$ cat src/rtl/sr_seq_pkg.sv
// sr_seq_pkg: shared encodings for the shift register sequencer
package sr_seq_pkg;
  typedef enum logic [1:0] {OP_NOP = 2'd0, OP_CLEAR = 2'd1, OP_WRITE = 2'd2, OP_READ = 2'd3} op_e;
  typedef enum logic [1:0] {S_IDLE, S_CLEAR, S_WRITE, S_READ} state_e;
  localparam logic DIR_LEFT = 1'b0;
  localparam logic DIR_RIGHT = 1'b1;
endpackage

$ cat src/rtl/shift_reg_sequencer_if.sv
// shift_reg_sequencer_if: command, write/read stream and shift register signals of the sequencer
interface shift_reg_sequencer_if
  import sr_seq_pkg::*;
#(
  parameter int LEN_W = 9
);
  logic cmd_valid, cmd_ready, cmd_dir;
  op_e cmd_op;
  logic [LEN_W-1:0] cmd_len;
  logic s_valid, s_ready, s_data;
  logic m_valid, m_ready, m_data;
  logic sr_en, sr_din, sr_shift_dir, sr_dout;
  modport master (
    output cmd_valid, cmd_op, cmd_dir, cmd_len, s_valid, s_data, m_ready,
    input cmd_ready, s_ready, m_valid, m_data
  );
  modport slave (
    input cmd_valid, cmd_op, cmd_dir, cmd_len, s_valid, s_data, m_ready, sr_dout,
    output cmd_ready, s_ready, m_valid, m_data, sr_en, sr_din, sr_shift_dir
  );
  modport sreg (
    input sr_en, sr_din, sr_shift_dir,
    output sr_dout
  );
endinterface

$ cat src/rtl/sr_seq_bit_counter.sv
// sr_seq_bit_counter: loadable saturating down-counter with zero flag
module sr_seq_bit_counter #(
  parameter int LEN_W = 9
) (
  input  logic             clk,
  input  logic             rst,
  input  logic             load_i,
  input  logic [LEN_W-1:0] load_val_i,
  input  logic             dec_i,
  output logic             zero_o
);
  logic [LEN_W-1:0] cnt_q, cnt_d;
  assign zero_o = cnt_q == '0;
  // load wins over decrement; decrement stops at zero
  always_comb cnt_d = load_i ? load_val_i : (dec_i && !zero_o) ? cnt_q - 1'b1 : cnt_q;
  // count register
  always_ff @(posedge clk) cnt_q <= rst ? '0 : cnt_d;
endmodule

$ cat src/rtl/shift_reg_sequencer.sv
// shift_reg_sequencer: CLEAR/WRITE/READ controller for a SISO shift register; SR_SEQ_PARITY_EN adds a parity output
module shift_reg_sequencer
  import sr_seq_pkg::*;
#(
  parameter int DEPTH = 256,
  parameter int LEN_W = 9
) (
  input  logic                  clk,
  input  logic                  rst,
  shift_reg_sequencer_if.slave  bus,
  output logic                  busy,
  output logic                  done,
  output logic                  err
`ifdef SR_SEQ_PARITY_EN
  ,
  output logic                  parity
`endif
);
  localparam logic [LEN_W-1:0] DEPTH_L = LEN_W'(DEPTH);
  state_e state_q, state_d;
  logic dir_q, pend_q, m_valid_q, m_data_q, done_q, err_q;
  logic accept, len_ok, w_hs, m_hs, rd_issue, dec, fin, cnt_zero, iss_zero;
  assign accept = state_q == S_IDLE && bus.cmd_valid;
  assign len_ok = bus.cmd_len != '0 && bus.cmd_len <= DEPTH_L;
  assign w_hs = state_q == S_WRITE && bus.s_valid;
  assign m_hs = state_q == S_READ && m_valid_q && bus.m_ready;
  assign rd_issue = state_q == S_READ && !pend_q && (!m_valid_q || bus.m_ready) && !iss_zero;
  assign dec = state_q == S_CLEAR || w_hs || m_hs;
  assign fin = dec && cnt_zero;
  // remaining units of work minus one, so the zero flag marks the final one
  sr_seq_bit_counter #(.LEN_W(LEN_W)) u_cnt (
    .clk        (clk),
    .rst        (rst),
    .load_i     (accept),
    .load_val_i ((bus.cmd_op == OP_CLEAR ? DEPTH_L : bus.cmd_len) - 1'b1),
    .dec_i      (dec),
    .zero_o     (cnt_zero)
  );
  // read bits still to be shifted out of the register
  sr_seq_bit_counter #(.LEN_W(LEN_W)) u_iss (
    .clk        (clk),
    .rst        (rst),
    .load_i     (accept),
    .load_val_i (bus.cmd_len),
    .dec_i      (rd_issue),
    .zero_o     (iss_zero)
  );
  // state register
  always_ff @(posedge clk) state_q <= rst ? S_IDLE : state_d;
  // next state: bad lengths and NOP stay idle, last unit of work returns to idle
  always_comb begin
    state_d = state_q;
    if (accept)
      state_d = bus.cmd_op == OP_CLEAR ? S_CLEAR : !len_ok ? S_IDLE :
                bus.cmd_op == OP_WRITE ? S_WRITE : bus.cmd_op == OP_READ ? S_READ : S_IDLE;
    else if (fin)
      state_d = S_IDLE;
  end
  // outputs decoded from state plus the write pass-through
  always_comb begin
    bus.cmd_ready = state_q == S_IDLE;
    busy = state_q != S_IDLE;
    bus.s_ready = state_q == S_WRITE;
    bus.sr_en = state_q == S_CLEAR || w_hs || rd_issue;
    bus.sr_din = state_q == S_WRITE && bus.s_data;
    bus.sr_shift_dir = dir_q;
    bus.m_valid = m_valid_q;
    bus.m_data = m_data_q;
    done = done_q;
    err = err_q;
  end
  // direction latch, read pipeline (issue -> dout registered -> capture) and status pulses
  always_ff @(posedge clk) begin
    if (rst) begin
      dir_q <= DIR_LEFT;
      pend_q <= 1'b0;
      m_valid_q <= 1'b0;
      m_data_q <= 1'b0;
      done_q <= 1'b0;
      err_q <= 1'b0;
    end else begin
      dir_q <= accept ? bus.cmd_dir : dir_q;
      pend_q <= rd_issue;
      m_valid_q <= pend_q || (m_valid_q && !bus.m_ready);
      m_data_q <= pend_q ? bus.sr_dout : m_data_q;
      done_q <= fin;
      err_q <= accept && (bus.cmd_op == OP_WRITE || bus.cmd_op == OP_READ) && !len_ok;
    end
  end
`ifdef SR_SEQ_PARITY_EN
  logic parity_q;
  // running XOR of handshaken bits, restarted by every accepted command
  always_ff @(posedge clk) parity_q <= (rst || accept) ? 1'b0 : parity_q ^ (w_hs && bus.s_data) ^ (m_hs && m_data_q);
  assign parity = parity_q;
`endif
endmodule

$ cat src/flat_wrapper.sv
// flat-port wrapper written by rule: the top's interface ports become plain ports
module shift_reg_sequencer_flat import sr_seq_pkg::*;
#(
  parameter int DEPTH = 256,
  parameter int LEN_W = 9
)
  (clk, rst, busy, done, err, bus_cmd_valid, bus_cmd_op, bus_cmd_dir, bus_cmd_len, bus_s_valid, bus_s_data, bus_m_ready, bus_sr_dout, bus_cmd_ready, bus_s_ready, bus_m_valid, bus_m_data, bus_sr_en, bus_sr_din, bus_sr_shift_dir);
  shift_reg_sequencer_if #(.LEN_W(LEN_W)) bus_i ();
  input  logic clk;
  input  logic rst;
  output logic busy;
  output logic done;
  output logic err;
  input wire logic [$bits(bus_i.cmd_valid)-1:0] bus_cmd_valid;
  input wire logic [$bits(bus_i.cmd_op)-1:0] bus_cmd_op;
  input wire logic [$bits(bus_i.cmd_dir)-1:0] bus_cmd_dir;
  input wire logic [$bits(bus_i.cmd_len)-1:0] bus_cmd_len;
  input wire logic [$bits(bus_i.s_valid)-1:0] bus_s_valid;
  input wire logic [$bits(bus_i.s_data)-1:0] bus_s_data;
  input wire logic [$bits(bus_i.m_ready)-1:0] bus_m_ready;
  input wire logic [$bits(bus_i.sr_dout)-1:0] bus_sr_dout;
  output wire logic [$bits(bus_i.cmd_ready)-1:0] bus_cmd_ready;
  output wire logic [$bits(bus_i.s_ready)-1:0] bus_s_ready;
  output wire logic [$bits(bus_i.m_valid)-1:0] bus_m_valid;
  output wire logic [$bits(bus_i.m_data)-1:0] bus_m_data;
  output wire logic [$bits(bus_i.sr_en)-1:0] bus_sr_en;
  output wire logic [$bits(bus_i.sr_din)-1:0] bus_sr_din;
  output wire logic [$bits(bus_i.sr_shift_dir)-1:0] bus_sr_shift_dir;
  assign bus_i.cmd_valid = bus_cmd_valid;
  assign bus_i.cmd_op = bus_cmd_op;
  assign bus_i.cmd_dir = bus_cmd_dir;
  assign bus_i.cmd_len = bus_cmd_len;
  assign bus_i.s_valid = bus_s_valid;
  assign bus_i.s_data = bus_s_data;
  assign bus_i.m_ready = bus_m_ready;
  assign bus_i.sr_dout = bus_sr_dout;
  assign bus_cmd_ready = bus_i.cmd_ready;
  assign bus_s_ready = bus_i.s_ready;
  assign bus_m_valid = bus_i.m_valid;
  assign bus_m_data = bus_i.m_data;
  assign bus_sr_en = bus_i.sr_en;
  assign bus_sr_din = bus_i.sr_din;
  assign bus_sr_shift_dir = bus_i.sr_shift_dir;
  shift_reg_sequencer #(.DEPTH(DEPTH), .LEN_W(LEN_W)) u_core (.clk(clk), .rst(rst), .bus(bus_i), .busy(busy), .done(done), .err(err));
endmodule
$ cat config.mk
export PLATFORM = sky130hd
export DESIGN_NAME = shift_reg_sequencer_flat
export DESIGN_NICKNAME = d
export VERILOG_FILES = /design/src/rtl/sr_seq_pkg.sv /design/src/rtl/shift_reg_sequencer_if.sv /design/src/rtl/sr_seq_bit_counter.sv /design/src/rtl/shift_reg_sequencer.sv /design/src/flat_wrapper.sv
export SDC_FILE = /design/constraint.sdc
export NUM_CORES = 1
export LEC_CHECK = 0
export CORE_ASPECT_RATIO = 1.2
export CORE_UTILIZATION = 45
export DETAILED_ROUTE_END_ITERATION = 10
export PLACE_DENSITY_LB_ADDON = 0.15
export SYNTH_ARGS = -nofsm -noshare
export SYNTH_HDL_FRONTEND = slang
export SYNTH_SLANG_ARGS = --single-unit
$ cat constraint.sdc
create_clock -name clk -period 2.55 [get_ports clk]
set_clock_uncertainty 0.05 [all_clocks]
set_input_delay 0.51 -clock clk [delete_from_list [all_inputs] [get_ports clk]]
set_output_delay 0.51 -clock clk [all_outputs]
set_load 0.005 [all_outputs]
==> results of run 1 <==
timing repair:
item                       CTS  global route
gates resized for setup      6             1
pin swaps                    1             1
buffers inserted             3             1
setup endpoints to repair    1             1
how the worst min path moves through the flow:
stage | startpoint | to | slack [ps]
finish | u_core.bus.sr_shift_dir | u_core.bus.sr_shift_dir | 410
global route | u_core.bus.sr_shift_dir | u_core.bus.sr_shift_dir | 430
CTS | u_core.bus.sr_shift_dir | u_core.bus.sr_shift_dir | 410
detailed placement | u_core.bus.sr_shift_dir | u_core.bus.sr_shift_dir | 410
global placement | u_core.bus.sr_shift_dir | u_core.bus.sr_shift_dir | 400
floorplan | u_core.bus.sr_shift_dir | u_core.bus.sr_shift_dir | 400
cell usage after synthesis (3+ instances only):
| cell type | n |
|---|---|
| a22o_1 | 3 |
| inv_1 | 7 |
| a32oi_1 | 4 |
| nor2b_1 | 4 |
| xor2_1 | 5 |
| nand3_1 | 8 |
| clkbuf_1 | 5 |
| nor2_1 | 20 |
| nor4_1 | 6 |
| a21oi_1 | 15 |
| o21ai_0 | 7 |
| o22ai_1 | 3 |
| and3_1 | 5 |
| nor3_1 | 8 |
| dfxtp_1 | 26 |
| a31oi_1 | 4 |
| buf_2 | 3 |
| nand2_1 | 28 |
| or3_1 | 3 |
cell families after synthesis:
family / Yosys count / synth area share [%]
mux: 5 / 3.24
flops: 26 / 31.3
xor+xnor: 7 / 3.69
buf+inv: 19 / 5.65
fa+ha+maj: 2 / 1.51
compound gates: 53 / 21.8
simple gates: 102 / 32.8
per-stage QoR:
step	util, %	total power [W]
after floorplan	-	0.000758
after global placement	61.1	0.000909
after detailed placement	61.1	0.000912
after CTS	63.9	0.00120
after global routing	64.2	0.00128
final	64.2	0.00121
layout make-up:
class                   instances  share of cell area [%]
clock buffers                   4                    2.51
inverters                       7                    1.20
multi-input cells             169                    48.4
flip-flops and latches         26                    23.8
well taps                      37                    2.11
repair buffers                 55                    22.0
per-layer routing:
| layer | GRT usage, % | vias to the layer above |
|---|---|---|
| li1 | - | 882 |
| met3 | 2.99 | 5 |
| met1 | 31.8 | 813 |
| met2 | 45.5 | 45 |
| met4 | 9.45 | 0 |
| met5 | 0 | - |
registers in the layout, indices dropped and copies added (netlist names):
signal                   count
u_core.u_cnt.cnt_q           9
u_core.u_iss.cnt_q           9
u_core.state_q               2
u_core.bus.m_data            1
u_core.bus.m_valid           1
u_core.bus.sr_shift_dir      1
u_core.done                  1
u_core.err                   1
u_core.pend_q                1
worst max-delay path: stages, from the launching register on:
cell and delay [ps]:
dfxtp_2 330, inv_1 70, ha_2 180, or4b_4 480, nor3_4 150, nand2b_4 150, nand2_1 40, clkdlybuf4s15_1 200
power by group through the flow:
stage | clock (W) | sequential (W) | combinational, W
after floorplan | 0 | 0.000487 | 0.000271
after global placement | 0 | 0.000502 | 0.000407
after detailed placement | 0 | 0.000503 | 0.000409
after CTS | 0.000280 | 0.000494 | 0.000428
after global routing | 0.000298 | 0.000502 | 0.000481
final | 0.000277 | 0.000496 | 0.000435
==> qor.txt, run 1 <==
Clock Sinks: 26
Worst R2R Path Depth: 10
R2R Path End: u_core.u_iss.cnt_q[5]
GRT Resource Usage Total: 25.6%
count of pins over their slew limit: 0
clock period minus worst slack: 2450 ps
antenna cells: 0
CP Max Fanout: 2
share of the synthesized area in the top cell type: 31.3%
Final GP Congestion: 0.878
HP Class: flip-flop to flip-flop
most frequent cells in the layout: nand2_1 (28), clkdlybuf4s50_1 (27), buf_4 (27), dfxtp_1 (24), nor2_1 (20)
post-synthesis cell count: 214
drt drc: 0
hpwl dp: 3.35 mm
Comb pwr share: 36.0%
Initial Util: 48.5%
final worst slack: 101 ps
Yosys reg bits: 26
vias: 1,745
Antenna Violating Nets Remaining: 0
sequential power share: 41.0%
period utilisation layout: 96.0%
Hold Vio Cnt, Final: 0
RSZ-0062 raised after global routing: no
IO Pins: 29
Layout Nets: 283
routed len/inst: 15.3 µm
Finished Layout Cells: 298
Psw: 0.000401 W
GR Overflow Total: 0
Synth warnings: 0
status: complete, no violations
largest net degree at the start of global routing: 30
DR vias/cell: 5.86
clk buf depth: 2
Setup violations, final: 0
DR WL met2: 2.20 mm
worst setup path start: u_core.u_iss.cnt_q[0]
Worst Path Arrival: 1890 ps
met3 WL: 271 µm
Metal-1 WL: 2.04 mm
Syn Std Cell Area: 1660 µm²
Initial DRT Pass Iterations: 4
Design Area, Final: 2200 µm²
Root Driver: clkbuf_8
dominant cell type by area after synthesis: dfxtp_1
nature of the critical path endpoint: primary output
most common cell after layout, fill and taps aside: nand2_1
Syn Area/Cell: 7.76 µm²
CTS clk-pin slew, worst paths: 90 ps
CTS tree: built
Clock Latency Late Sink: 280 ps
final hold slack: 409 ps
WP data required: 1990 ps
Mapped Nets: 235
ys flop type: dfxtp_1
Rel. slew slack: 69.3%
Cell variety after synth: 56
leakage: 0.853 nW
die footprint: 3940 µm²
Cells on Worst Hold Path: 2
reg2reg start: u_core.u_iss.cnt_q[0]
critical path type: flip-flop to primary output
largest cells by area after synthesis: dfxtp_1 (31%), nand2_1 (6.3%), a21oi_1 (4.5%), nor2_1 (4.5%), xor2_1 (2.6%)
number of global-route vias before repair: 1,674
Post-synth ARST share: 0%
Critical Path Sink: bus_sr_en
placed cell count: 290
ratio of cells with drive above 1 in the final layout: 18.4%
EDFF count, synth: 0
pre-CTS setup slack: 5.11 ps
maximum vdd drop: 0.000252 V
Die Height: 68.6 µm
register cell area after layout: 523 µm²
die width: 57.5 µm
TritonCTS Buffers: 3
Total Negative Setup Slacks: 0 ps
CORE AREA: 3420 µm²
Reg2Reg Setup Slack: 420 ps
P per Cell Area: 550 nW/µm²
first-pass GRT wire length: 7.73 mm
Slew @ Worst Pin: 457 ps
Seq/Total Area, Yosys: 31.3%
count of input and output buffers: 28
synth-to-layout area growth: 32.2%
Setup crit start kind: flip-flop
hold_buf cts: 0
Highest Signal Layer: met4
multi-input logic area: 1060 µm²
Core Rows: 23
fraction of power consumed by the clock network: 23.0%
antenna violations before repair: 0
initial DRC count: 119
fmax: 0.408 GHz
Post-Route WL: 4.56 mm
MaxCap Viol Count: 0
Fill cells: 329
Post-DP Area: 2090 µm²
H-tree Lvls: 1
switch share: 33.2%
Internal: 0.000807 W
(Power assumes the default switching activity.)
==> run 2, diff against run 1 <==
Settings changed: CORE_ASPECT_RATIO 1.2 to unset, GPL_ROUTABILITY_DRIVEN set to 1, PLACE_DENSITY set to 0.73, PLACE_DENSITY_LB_ADDON 0.15 to unset.
==> run 2 against run 1 <==
  * Cell count increased by 2.7%
  * Clock-buffer cell count did not move
  * Worst hold slack improved by 5.2 ps
  * Highest routed layer unchanged
  * Core utilization decreased by 0.29 points
  * Worst setup slack improved by 20 ps
==> qor.txt, run 2 (same netlist as run 1, synthesis figures left out) <==
Clock Latency Late Sink: 280 ps
P per Cell Area: 549 nW/µm²
antenna cells: 0
count of input and output buffers: 28
status: complete, no violations
fmax: 0.412 GHz
Reg2Reg Setup Slack: 370 ps
hpwl dp: 3.29 mm
Min-Delay Endpoint: u_core.bus.sr_shift_dir
Setup violations, final: 0
Post-DP Area: 2100 µm²
Hold Vio Cnt, Final: 0
Layout Nets: 282
Core Rows: 21
CP Max Fanout: 3
Post-Route WL: 4.53 mm
Design Area, Final: 2200 µm²
largest net degree at the start of global routing: 18
Final Power: 0.00121 W
clk buf depth: 2
R2R Path End: u_core.u_iss.cnt_q[6]
final worst slack: 121 ps
max incr delay on CP: 490 ps
Setup crit start kind: flip-flop
Initial Util: 48.3%
die footprint: 3940 µm²
HP Class: flip-flop to flip-flop
most common cell after layout, fill and taps aside: nand2_1
routed len/inst: 14.8 µm
final hold slack: 414 ps
pre-CTS setup slack: -95.7 ps
number of global-route vias before repair: 1,598
die width: 62.8 µm
Antenna Violating Nets Remaining: 0
cells along the critical path: inv_1, ha_2, or4b_4, nor3_4, nand2b_4, nand2_1, clkbuf_2
nature of the critical path endpoint: primary output
WP buf/inv: 2
TritonCTS Buffers: 3
critical path type: flip-flop to primary output
DR vias/cell: 5.91
period utilisation layout: 95.3%
hold_buf cts: 0
Worst R2R Path Depth: 8
Clock Sinks: 26
Die Height: 62.8 µm
Hold Startpoint: u_core.bus.sr_shift_dir
biggest regs: u_core.u_cnt.cnt_q: 9 flops, u_core.u_iss.cnt_q: 9 flops, u_core.state_q: 2 flops
IO Pins: 29
post-layout util: 63.9%
MaxCap Viol Count: 0
RSZ-0062 raised after global routing: no
leakage: 0.847 nW
Initial DRT Pass Iterations: 4
Rel. slew slack: 67.7%
Root Driver: clkbuf_8
WP data required: 1990 ps
CORE AREA: 3440 µm²
most frequent cells in the layout: nand2_1 (28), clkdlybuf4s50_1 (27), buf_4 (26), dfxtp_1 (24), nor2_1 (20)
CTS clk-pin slew, worst paths: 100 ps
count of pins over their slew limit: 0
GRT Resource Usage Total: 24.0%
antenna violations before repair: 0
reg2reg start: u_core.u_iss.cnt_q[1]
Crit path max-delay family: simple AND/OR/NAND/NOR gates
GR Overflow Total: 0
Worst Path Arrival: 1870 ps
Slew @ Worst Pin: 480 ps
Cells on Worst Hold Path: 2
first-pass GRT wire length: 7.51 mm
maximum vdd drop: 0.000361 V
H-tree Lvls: 1
vias: 1,808
ratio of cells with drive above 1 in the final layout: 18.8%
synth-to-layout area growth: 32.3%
clock period minus worst slack: 2430 ps
drt drc: 0
CTS tree: built
Final GP Congestion: 0.980
CP max-delay cell: or4b_4
initial DRC count: 171
## run 2: changes by cell type in the layout (fill, tap and decap cells not counted)
cell	previous run	this run
buf_4	27	26
clkbuf_2	0	1
clkdlybuf4s15_1	1	0
ha_1	1	0
ha_2	1	2
## run 2: report_power, final
group | leakage, nW | switching, W | total [W] | internal, W
Sequential | 0.214 | 0.0000520 | 0.000497 | 0.000445
Combinational | 0.604 | 0.000211 | 0.000433 | 0.000222
Clock | 0.0288 | 0.000139 | 0.000277 | 0.000138
## run 2: area by class of cell
type | count | area, µm²
fillers | 309 | 1240
repair buffers | 54 | 470
flip-flops and latches | 26 | 523
clock buffers | 4 | 55.1
well taps | 46 | 57.6
inverters | 7 | 26.3
multi-input cells | 169 | 1070
## run 2: repair_timing
| item | 4_1_cts | 5_1_grt |
|---|---|---|
| endpoints found under the setup margin | 1 | 2 |
| pin swaps | 0 | 1 |
| buffers inserted | 0 | 3 |
| gates resized for setup | 3 | 6 |
## run 2: how the worst max path moves through the flow
stage | endpoint | slack [ps] | cells after the start | startpoint
after global placement | u_core.u_cnt.cnt_q[6] | 20 | 8 | bus_cmd_op[1]
final | bus_sr_en | 120 | 7 | u_core.u_iss.cnt_q[1]
after global routing | bus_sr_en | 40 | 7 | u_core.u_iss.cnt_q[0]
after detailed placement | u_core.u_cnt.cnt_q[6] | -100 | 9 | bus_cmd_op[1]
after CTS | bus_sr_en | 50 | 7 | u_core.u_iss.cnt_q[0]
after floorplan | u_core.u_cnt.cnt_q[6] | 130 | 10 | bus_cmd_valid
## run 2: tightest hold or removal path: cells and delay by family, from the launching register on
kind	cells	cell delay, ps
AOI/OAI and AO/OA	1	50
DFF	1	320
and+or+nand+nor	1	50
## run 2: stage by stage
stage               std cells  setup TNS, ps
floorplan                 214              0
global placement          299              0
detailed placement        299           -125
CTS                       303              0
global route              306              0
finish                    306              0
## run 2: layer usage
layer | global-route usage, % | routed length [µm]
met5 | 0 | 0
met4 | 6.10 | 41
met3 | 3.47 | 303
met2 | 39.4 | 2120
met1 | 32.8 | 2060
